<file path="config.mk">
export PLATFORM = sky130hd
export DESIGN_NAME = branch_hazard_ctrl
export DESIGN_NICKNAME = d
export VERILOG_FILES = /design/src/rtl/branch_hazard_ctrl_pkg.sv /design/src/rtl/branch_hazard_ctrl_match.sv /design/src/rtl/branch_hazard_ctrl.sv
export SDC_FILE = /design/constraint.sdc
export NUM_CORES = 1
export LEC_CHECK = 0
export BUFFER_PORTS_ARGS = -buffer_cell sky130_fd_sc_hd__buf_2
export CAP_MARGIN = 10
export CORE_AREA = 2 2 39 41
export CTS_CLUSTER_DIAMETER = 100
export DETAILED_ROUTE_END_ITERATION = 8
export DIE_AREA = 0 0 41 43
export PLACE_DENSITY_LB_ADDON = 0.12
export SETUP_SLACK_MARGIN = 0.4
export SYNTH_ARGS = -nofsm -noshare
export SYNTH_HDL_FRONTEND = slang
export SYNTH_HIERARCHICAL = 1
export SYNTH_SLANG_ARGS = --single-unit
export TNS_END_PERCENT = 1
</file>
<file path="constraint.sdc">
create_clock -name clk -period 1.3 [get_ports clk]
set_input_delay 0.195 -clock clk [delete_from_list [all_inputs] [get_ports clk]]
set_output_delay 0.195 -clock clk [all_outputs]
set_load 0.05 [all_outputs]
</file>
<file path="src/rtl/branch_hazard_ctrl_pkg.sv">
// Shared definitions for the ID-stage branch hazard controller:
// register index width, FSM state encoding and load-to-branch stall length.
package branch_hazard_ctrl_pkg;

  localparam int unsigned REG_ADDR_W = 5;

  // A load in EX feeding a branch in ID must wait until the load reaches
  // MEM/WB, which takes this many stall cycles.
  localparam int unsigned LOAD_BRANCH_STALL = 2;

  typedef enum logic {
    RUN   = 1'b0,
    STALL = 1'b1
  } state_e;

endpackage

</file>
<file path="src/rtl/branch_hazard_ctrl_match.sv">
// Producer match for one ID source register against the EX and MEM stages.
// Pure combinational; x0 never matches.
module hazard_match #(
  parameter int unsigned REG_ADDR_W = branch_hazard_ctrl_pkg::REG_ADDR_W
) (
  input  logic [REG_ADDR_W-1:0] rs_i,
  input  logic [REG_ADDR_W-1:0] idex_rd_i,
  input  logic                  idex_reg_write_i,
  input  logic [REG_ADDR_W-1:0] exmem_rd_i,
  input  logic                  exmem_reg_write_i,
  output logic                  match_ex_o,
  output logic                  match_mem_o
);

  assign match_ex_o  = idex_reg_write_i  && (idex_rd_i  != '0) && (idex_rd_i  == rs_i);
  assign match_mem_o = exmem_reg_write_i && (exmem_rd_i != '0) && (exmem_rd_i == rs_i);

endmodule

</file>
<file path="src/rtl/branch_hazard_ctrl.sv">
// Stall/flush controller for branches resolved in ID.
// Stalls while a branch operand is not yet forwardable, flushes IF/ID on a
// taken branch, and runs a load-use stall to completion via a RUN/STALL FSM.
// Optional saturating performance counters: define BRANCH_HAZARD_PERF_EN.
module branch_hazard_ctrl #(
  parameter int unsigned REG_ADDR_W = branch_hazard_ctrl_pkg::REG_ADDR_W,
  parameter int unsigned CNT_W      = 32
) (
  input  logic                  clk,
  input  logic                  rst_n,
  input  logic                  branch,
  input  logic                  branch_taken,
  input  logic [REG_ADDR_W-1:0] IFID_rs1,
  input  logic [REG_ADDR_W-1:0] IFID_rs2,
  input  logic [REG_ADDR_W-1:0] IDEX_rd,
  input  logic                  IDEX_reg_write,
  input  logic                  IDEX_mem_read,
  input  logic [REG_ADDR_W-1:0] EXMEM_rd,
  input  logic                  EXMEM_reg_write,
  input  logic                  EXMEM_mem_read,
  input  logic                  pipe_kill,
  output logic                  pc_write,
  output logic                  ifid_write,
  output logic                  idex_bubble,
  output logic                  ifid_flush,
  output logic                  stalling
`ifdef BRANCH_HAZARD_PERF_EN
  ,
  output logic [CNT_W-1:0]      perf_stall_cycles,
  output logic [CNT_W-1:0]      perf_branch_flushes
`endif
);

  import branch_hazard_ctrl_pkg::*;

  state_e state_q, state_d;
  logic   stall;
  logic   rs1_ex, rs1_mem, rs2_ex, rs2_mem;
  logic   any_ex, any_mem;
  logic   hz_ld_ex, hz_alu_ex, hz_ld_mem;

  hazard_match #(.REG_ADDR_W(REG_ADDR_W)) u_match_rs1 (
    .rs_i              (IFID_rs1),
    .idex_rd_i         (IDEX_rd),
    .idex_reg_write_i  (IDEX_reg_write),
    .exmem_rd_i        (EXMEM_rd),
    .exmem_reg_write_i (EXMEM_reg_write),
    .match_ex_o        (rs1_ex),
    .match_mem_o       (rs1_mem)
  );

  hazard_match #(.REG_ADDR_W(REG_ADDR_W)) u_match_rs2 (
    .rs_i              (IFID_rs2),
    .idex_rd_i         (IDEX_rd),
    .idex_reg_write_i  (IDEX_reg_write),
    .exmem_rd_i        (EXMEM_rd),
    .exmem_reg_write_i (EXMEM_reg_write),
    .match_ex_o        (rs2_ex),
    .match_mem_o       (rs2_mem)
  );

  // rs1==rs2 collapses naturally: both matches OR into one hazard.
  assign any_ex    = rs1_ex  | rs2_ex;
  assign any_mem   = rs1_mem | rs2_mem;
  assign hz_ld_ex  = branch & any_ex  &  IDEX_mem_read;
  assign hz_alu_ex = branch & any_ex  & ~IDEX_mem_read;
  assign hz_ld_mem = branch & any_mem &  EXMEM_mem_read;

  // FSM state register; STALL covers the second cycle of a load-in-EX stall.
  // NOTE: sequential state uses non-blocking (<=) so every flop samples pre-edge values.
  always_ff @(posedge clk or negedge rst_n) begin
    if (!rst_n) state_q <= RUN;
    else        state_q <= state_d;
  end

  // Next state and stall decision; pipe_kill overrides everything.
  // NOTE: defaults are assigned first so no path leaves a variable unassigned (no latch).
  always_comb begin
    state_d = state_q;
    stall   = 1'b0;
    unique case (state_q)
      RUN: begin
        stall   = hz_ld_ex | hz_alu_ex | hz_ld_mem;
        state_d = hz_ld_ex ? STALL : RUN;
      end
      STALL: begin
        // Committed to the second load-use cycle; inputs are not re-read.
        stall   = 1'b1;
        state_d = RUN;
      end
      default: begin
        stall   = 1'b0;
        state_d = RUN;
      end
    endcase
    if (pipe_kill) begin
      stall   = 1'b0;
      state_d = RUN;
    end
  end

  assign pc_write    = ~stall;
  assign ifid_write  = ~stall;
  assign idex_bubble = stall;
  assign ifid_flush  = pipe_kill | (branch & branch_taken & ~stall);
  assign stalling    = (state_q == STALL);

`ifdef BRANCH_HAZARD_PERF_EN
  logic [CNT_W-1:0] stall_cnt_q, stall_cnt_d;
  logic [CNT_W-1:0] flush_cnt_q, flush_cnt_d;

  // Saturating increments: hold at all-ones instead of wrapping.
  always_comb begin
    stall_cnt_d = stall_cnt_q;
    flush_cnt_d = flush_cnt_q;
    if (stall && !(&stall_cnt_q))
      stall_cnt_d = stall_cnt_q + CNT_W'(1);
    if (ifid_flush && !pipe_kill && !(&flush_cnt_q))
      flush_cnt_d = flush_cnt_q + CNT_W'(1);
  end

  // Counter registers.
  always_ff @(posedge clk or negedge rst_n) begin
    if (!rst_n) begin
      stall_cnt_q <= '0;
      flush_cnt_q <= '0;
    end else begin
      stall_cnt_q <= stall_cnt_d;
      flush_cnt_q <= flush_cnt_d;
    end
  end

  assign perf_stall_cycles   = stall_cnt_q;
  assign perf_branch_flushes = flush_cnt_q;
`else
  // Keeps CNT_W referenced when the counters are compiled out.
  logic [CNT_W-1:0] unused_perf_shape;
  assign unused_perf_shape = '0;
`endif

endmodule

</file>
# After elaboration in Yosys (flattened, before gate mapping)
# Cells that the tools add are included.
# totals
regBits,1
in_bits,29
output_inout_bits,5
elab_cells,33
# op_classes
eq_ne,4
muxes,5
bitwise_logic,15
reduce_logical,8
# ops
cell,n
$eq A5 B5 Y1,4
$reduce_bool A5 Y1,2
$and A1 B1 Y1,7
$logic_and A1 B1 Y1,6
$or A1 B1 Y1,5
$pmux W1 S2,2
$mux W1,3
$not A1 Y1,3

# Longest topological paths before layout
# logic_depth
word_depth,13
mapped_depth,6
ltp_nobuf,5

# Hierarchy
# Netlist, hierarchy kept.
# modules_own_cells
mod,n_inst,cells_per_inst,area_per_inst_um2,seq_area_each_um2
hazard_match,2,20,137.6,0.0
branch_hazard_ctrl,1,11,103.8,25.0

# Least setup slack after synthesis
# Ideal clock, no wire load.
# synth_path
path_type,input to output
startpoint,in IDEX_rd[4]
endpoint,out idex_bubble
t_arrival_ns,1.702
slack_ns,-0.597
stages,5
cell_sequence,or2_0 -> o21ai_0 -> and4_1 -> o21ai_1 -> a31oi_1
# synth_between
elab_chain_len,10
elab_cells_between_ends,14
classes_between,eq/ne: 2; mux: 2; bitwise: 6; reduce/logical: 4
# synth_lines
item,line,source
from (decl),branch_hazard_ctrl.sv:15,"input logic [REG_ADDR_W-1:0] IDEX_rd,"
$reduce_bool A5 Y1,branch_hazard_ctrl_match.sv:15,assign match_ex_o = idex_reg_write_i && (idex_rd_i != '0) && (idex_rd_i == rs_i);
$logic_and A1 B1 Y1,branch_hazard_ctrl_match.sv:15,
$logic_and A1 B1 Y1 *,branch_hazard_ctrl_match.sv:15,
net rs2_ex,branch_hazard_ctrl.sv:38,"logic rs1_ex, rs1_mem, rs2_ex, rs2_mem;"
$or A1 B1 Y1 *,branch_hazard_ctrl.sv:63,assign any_ex = rs1_ex | rs2_ex;
$and A1 B1 Y1 *,"branch_hazard_ctrl.sv:65, branch_hazard_ctrl.sv:66",
$and A1 B1 Y1 (on tied branches),"branch_hazard_ctrl.sv:65, branch_hazard_ctrl.sv:66",
$or A1 B1 Y1 * (2 in series),branch_hazard_ctrl.sv:83,stall = hz_ld_ex | hz_alu_ex | hz_ld_mem;
$pmux W1 S2 *,branch_hazard_ctrl.sv:81,unique case (state_q)
$mux W1 *,branch_hazard_ctrl.sv:96,if (pipe_kill) begin
to (decl),branch_hazard_ctrl.sv:24,"output logic idex_bubble,"
# Mark *: on every way through the listed nets, which the timed path passes. The rest lies on a longest branch.

# Final worst setup path
# layout_path
startpoint,in IFID_rs1[1]
endpoint,out idex_bubble
# layout_between
elab_cells_between_ends,15
classes_between,eq/ne: 2; mux: 2; bitwise: 9; reduce/logical: 2
# layout_lines
item,line,source
from (decl),branch_hazard_ctrl.sv:13,"input logic [REG_ADDR_W-1:0] IFID_rs1,"
$eq A5 B5 Y1,branch_hazard_ctrl_match.sv:16,assign match_mem_o = exmem_reg_write_i && (exmem_rd_i != '0) && (exmem_rd_i == rs_i);
$logic_and A1 B1 Y1,branch_hazard_ctrl_match.sv:16,
net rs1_mem,branch_hazard_ctrl.sv:38,
$or A1 B1 Y1,branch_hazard_ctrl.sv:64,assign any_mem = rs1_mem | rs2_mem;
$and A1 B1 Y1 (2 in series),branch_hazard_ctrl.sv:67,assign hz_ld_mem = branch & any_mem & EXMEM_mem_read;
$or A1 B1 Y1,branch_hazard_ctrl.sv:83,
$pmux W1 S2,branch_hazard_ctrl.sv:81,
$mux W1,branch_hazard_ctrl.sv:96,
# The timed path passes the listed nets, and every way through them passes these cells.

==> reports/results.tsv <==
stage	metric	value	unit
power_and_ir_drop	p_seq_share	11.3	%
logic_synthesis	synth_adder_area_share	0	%
worst_setup_path	rr_worst_depth	2	
finish	largest_reg_flops	1	
logic_synthesis	synth_top_family_by_area	XOR/XNOR gates	
die	fp.dieW	41	um
sta	fin_skew	0	ps
die	ios	34	
detailed_routing	ant_nets	0	
worst_setup_path	critical_path_peak_fanout	3	
power_and_ir_drop	ir_worst_vdd	0.239	mV
worst_setup_path	path_class	in2out	
sta	setup_viol	5	
logic_synthesis	synth_compound_gate_area_share	22.4	%
finish	multi_input_comb_area	523	um2
finish	ff_latch_area	25.0	um2
power_and_ir_drop	power_switching	121	uW
run_status	status	finished with violations	
global_routing	track_usage	14.1	%
clocking	clk_latency	0	ps
finish	n_antenna_cell	0	
power_and_ir_drop	p_int	163	uW
sta	totalNegativeSetupSlack	-1320	ps
worst_setup_path	critPathCapture	idex_bubble	
finish	areaGrowthSynthToFinish	126	%
placed_design	globalplace.congestion	0.630	
global_routing	grt_max_degree	5	
finish	finalNetCount	119	
logic_synthesis	ys_seq_area_share	6.60	%
min_path	worstHoldPathType	in2async	
worst_setup_path	r2r-end	stalling	
die	coreArea	1380	um2
sta	report.final.hold_viol_count	0	
finish	drive_gt1_share	69.3	%
placed_design	port-buffer-count	33	
run_status	violations	setup timing	
detailed_routing	firstDrtPassIters	6	
finish	layout_commonest_cell	buf_2	
power_and_ir_drop	pwr-share-clk	0	%
worst_setup_path	critPathBufInv	3	
sta	layout_setup_ws	-351	ps
detailed_routing	drtIter0Drc	3	
logic_synthesis	synth_fp_nets	80	
worst_setup_path	startpoint	IFID_rs1[1]	
finish	finalNonFillerCells	104	
placed_design	place_area	623	um2
global_routing	grt_pass1_vias	423	
power_and_ir_drop	power_density	331	nW/um2
detailed_routing	via_per_inst	4.93	
sta	slew_viol_final	0	
sta	period_minus_slack	1650	ps
logic_synthesis	synth-seq-cells	1	
logic_synthesis	synth_cell_types	22	
finish	nFillCells	127	
worst_setup_path	regToRegSetupSlack	520	ps
flow_run	drv_cap	0	
die	die_y	43	um
logic_synthesis	yosysWarningCount	6	
worst_setup_path	crit_required	1110	ps
worst_setup_path	crit_path_start_kind	input pin	
sta	period_share	127	%
worst_setup_path	cp_slowest_cell	a211oi_2	
logic_synthesis	synth.area.mux_share	0	%
power_and_ir_drop	p_leak	0.000360	uW
power_and_ir_drop	p_comb_share	88.7	%
power_and_ir_drop	swShare	42.6	%
detailed_routing	finalWirelength	1260	um
logic_synthesis	avgSynthCellArea	7.43	um2
logic_synthesis	synthSimpleGateAreaFrac	31.0	%
worst_setup_path	cp.arrival	1460	ps
placed_design	dp.cells	102	
die	dieArea	1760	um2
worst_setup_path	crit_cells	8	
logic_synthesis	syn_area	379	um2
die	start_util	27.4	%
die	rows	14	
detailed_routing	vias	513	
finish	fin_area	858	um2
logic_synthesis	synth_xor_area_share	37.0	%
worst_setup_path	max_stage_delay	240	ps
global_routing	antenna_found_initial	0	
detailed_routing	drc	0	
worst_setup_path	crit_path_cell_trace	buf_2, xnor2_2, nand3_1, a211oi_2, o211ai_2, buf_4, a31oi_4, buf_6	
detailed_routing	wl_per_cell	12.1	um
global_routing	overflow	0	
sta	rsz0062_at_grt	yes	
finish	layout_common_cells	buf_2 (24), nand2_1 (6), xor2_1 (6), xnor2_2 (6), buf_6 (5)	
placed_design	dp_hpwl	962	um
placed_design	dp_worst_setup_slack	-498	ps
sta	max_clock_freq	606	MHz
global_routing	grt_pass1_wl	1840	um
logic_synthesis	synthCells	51	
worst_setup_path	reg2reg_from	stalling	
finish	final_core_util	62.0	%
clocking	cts.clk_slew.worst_paths	0	ps
sta	worstMarginPinSlew	266	ps
sta	timing.slew.headroom	82.2	%
worst_setup_path	end_kind	output port	
worst_setup_path	crit_family	compound AO/OA/AOI/OAI gates	
==> through the flow <==
stage / total power, uW / hold slack, ps
2_1_floorplan: 116 / -101
3_3_place_gp: 204 / -30.7
3_5_place_dp: 205 / -29.1
4_1_cts: 230 / 512
5_1_grt: 301 / 532
6_report: 284 / 504
==> cell type report <==
cell class                      instances  area share, %
Tap cell                               16           2.33
Inverter                                1          0.437
Sequential cell                         1           2.92
Multi-Input combinational cell         48           60.9
Timing Repair Buffer                   38           33.4
==> worst reg2reg max path: cells and delay by family (launching register included) <==
kind	cells	cell delay (ps)
flip-flops	1	380
AND/OR/NAND/NOR	2	330
==> how the worst min path moves through the flow <==
| stage | slack, ps | cells past startpoint | to | from |
|---|---|---|---|---|
| 3_5_place_dp | -30 | 1 | stalling | rst_n |
| 6_report | 500 | 2 | stalling | rst_n |
| 3_3_place_gp | -30 | 1 | stalling | rst_n |
| 2_1_floorplan | -100 | 0 | stalling | rst_n |
| 5_1_grt | 530 | 2 | stalling | IDEX_mem_read |
| 4_1_cts | 510 | 2 | stalling | rst_n |
==> metal layers <==
metal,share of wire [%],up-vias,GRT usage (%)
met5,0,-,0
met3,5.1,0,0
met1,43,233,21.7
li1,-,263,-
met2,51,17,22.8
met4,0,0,0
==> what timing repair did <==
item	4_1_cts	5_1_grt
gates resized for setup	20	31
cloned	0	0
hold endpoints to repair	1	0
hold buffers	1	0
buffers inserted	1	0
pin swaps	9	12
setup endpoints to repair	5	5
==> Yosys cell counts <==
cell type / n / area (um2)
a31oi_1: 1 / 6.26
or2_0: 2 / 12.5
and4_1: 2 / 17.5
inv_1: 1 / 3.75
a211oi_1: 2 / 15.0
nand3_1: 2 / 10.0
nor3_1: 2 / 10.0
nor2b_2: 1 / 8.76
xor2_1: 6 / 52.6
nand2_1: 6 / 22.5
nor4_1: 2 / 12.5
buf_4: 1 / 7.51
nor2_1: 3 / 11.3
a41o_1: 1 / 10.0
o41ai_1: 2 / 17.5
o21ai_1: 1 / 5.00
and4bb_1: 1 / 12.5
o21ai_0: 2 / 10.0
xnor2_1: 10 / 87.6
a31o_1: 1 / 8.76
o211ai_2: 1 / 12.5
dfrtp_1: 1 / 25.0
==> logic make-up (layout without fill, tap and decap cells) <==
| logic type | after synthesis | after routing |
|---|---|---|
| XOR/XNOR | 16 | 16 |
| AND/OR/NAND/NOR | 21 | 21 |
| buffers and inverters | 2 | 39 |
| flip-flops | 1 | 1 |
| AO/OA/AOI/OAI | 11 | 11 |
==> power groups by stage <==
stage	combinational, uW	sequential [uW]	clock [uW]
2_1_floorplan	83.3	32.5	0
3_3_place_gp	172	32.0	0
3_5_place_dp	173	32.0	0
4_1_cts	198	32.0	0
5_1_grt	269	32.0	0
6_report	252	32.0	0
(Power assumes the default switching activity.)
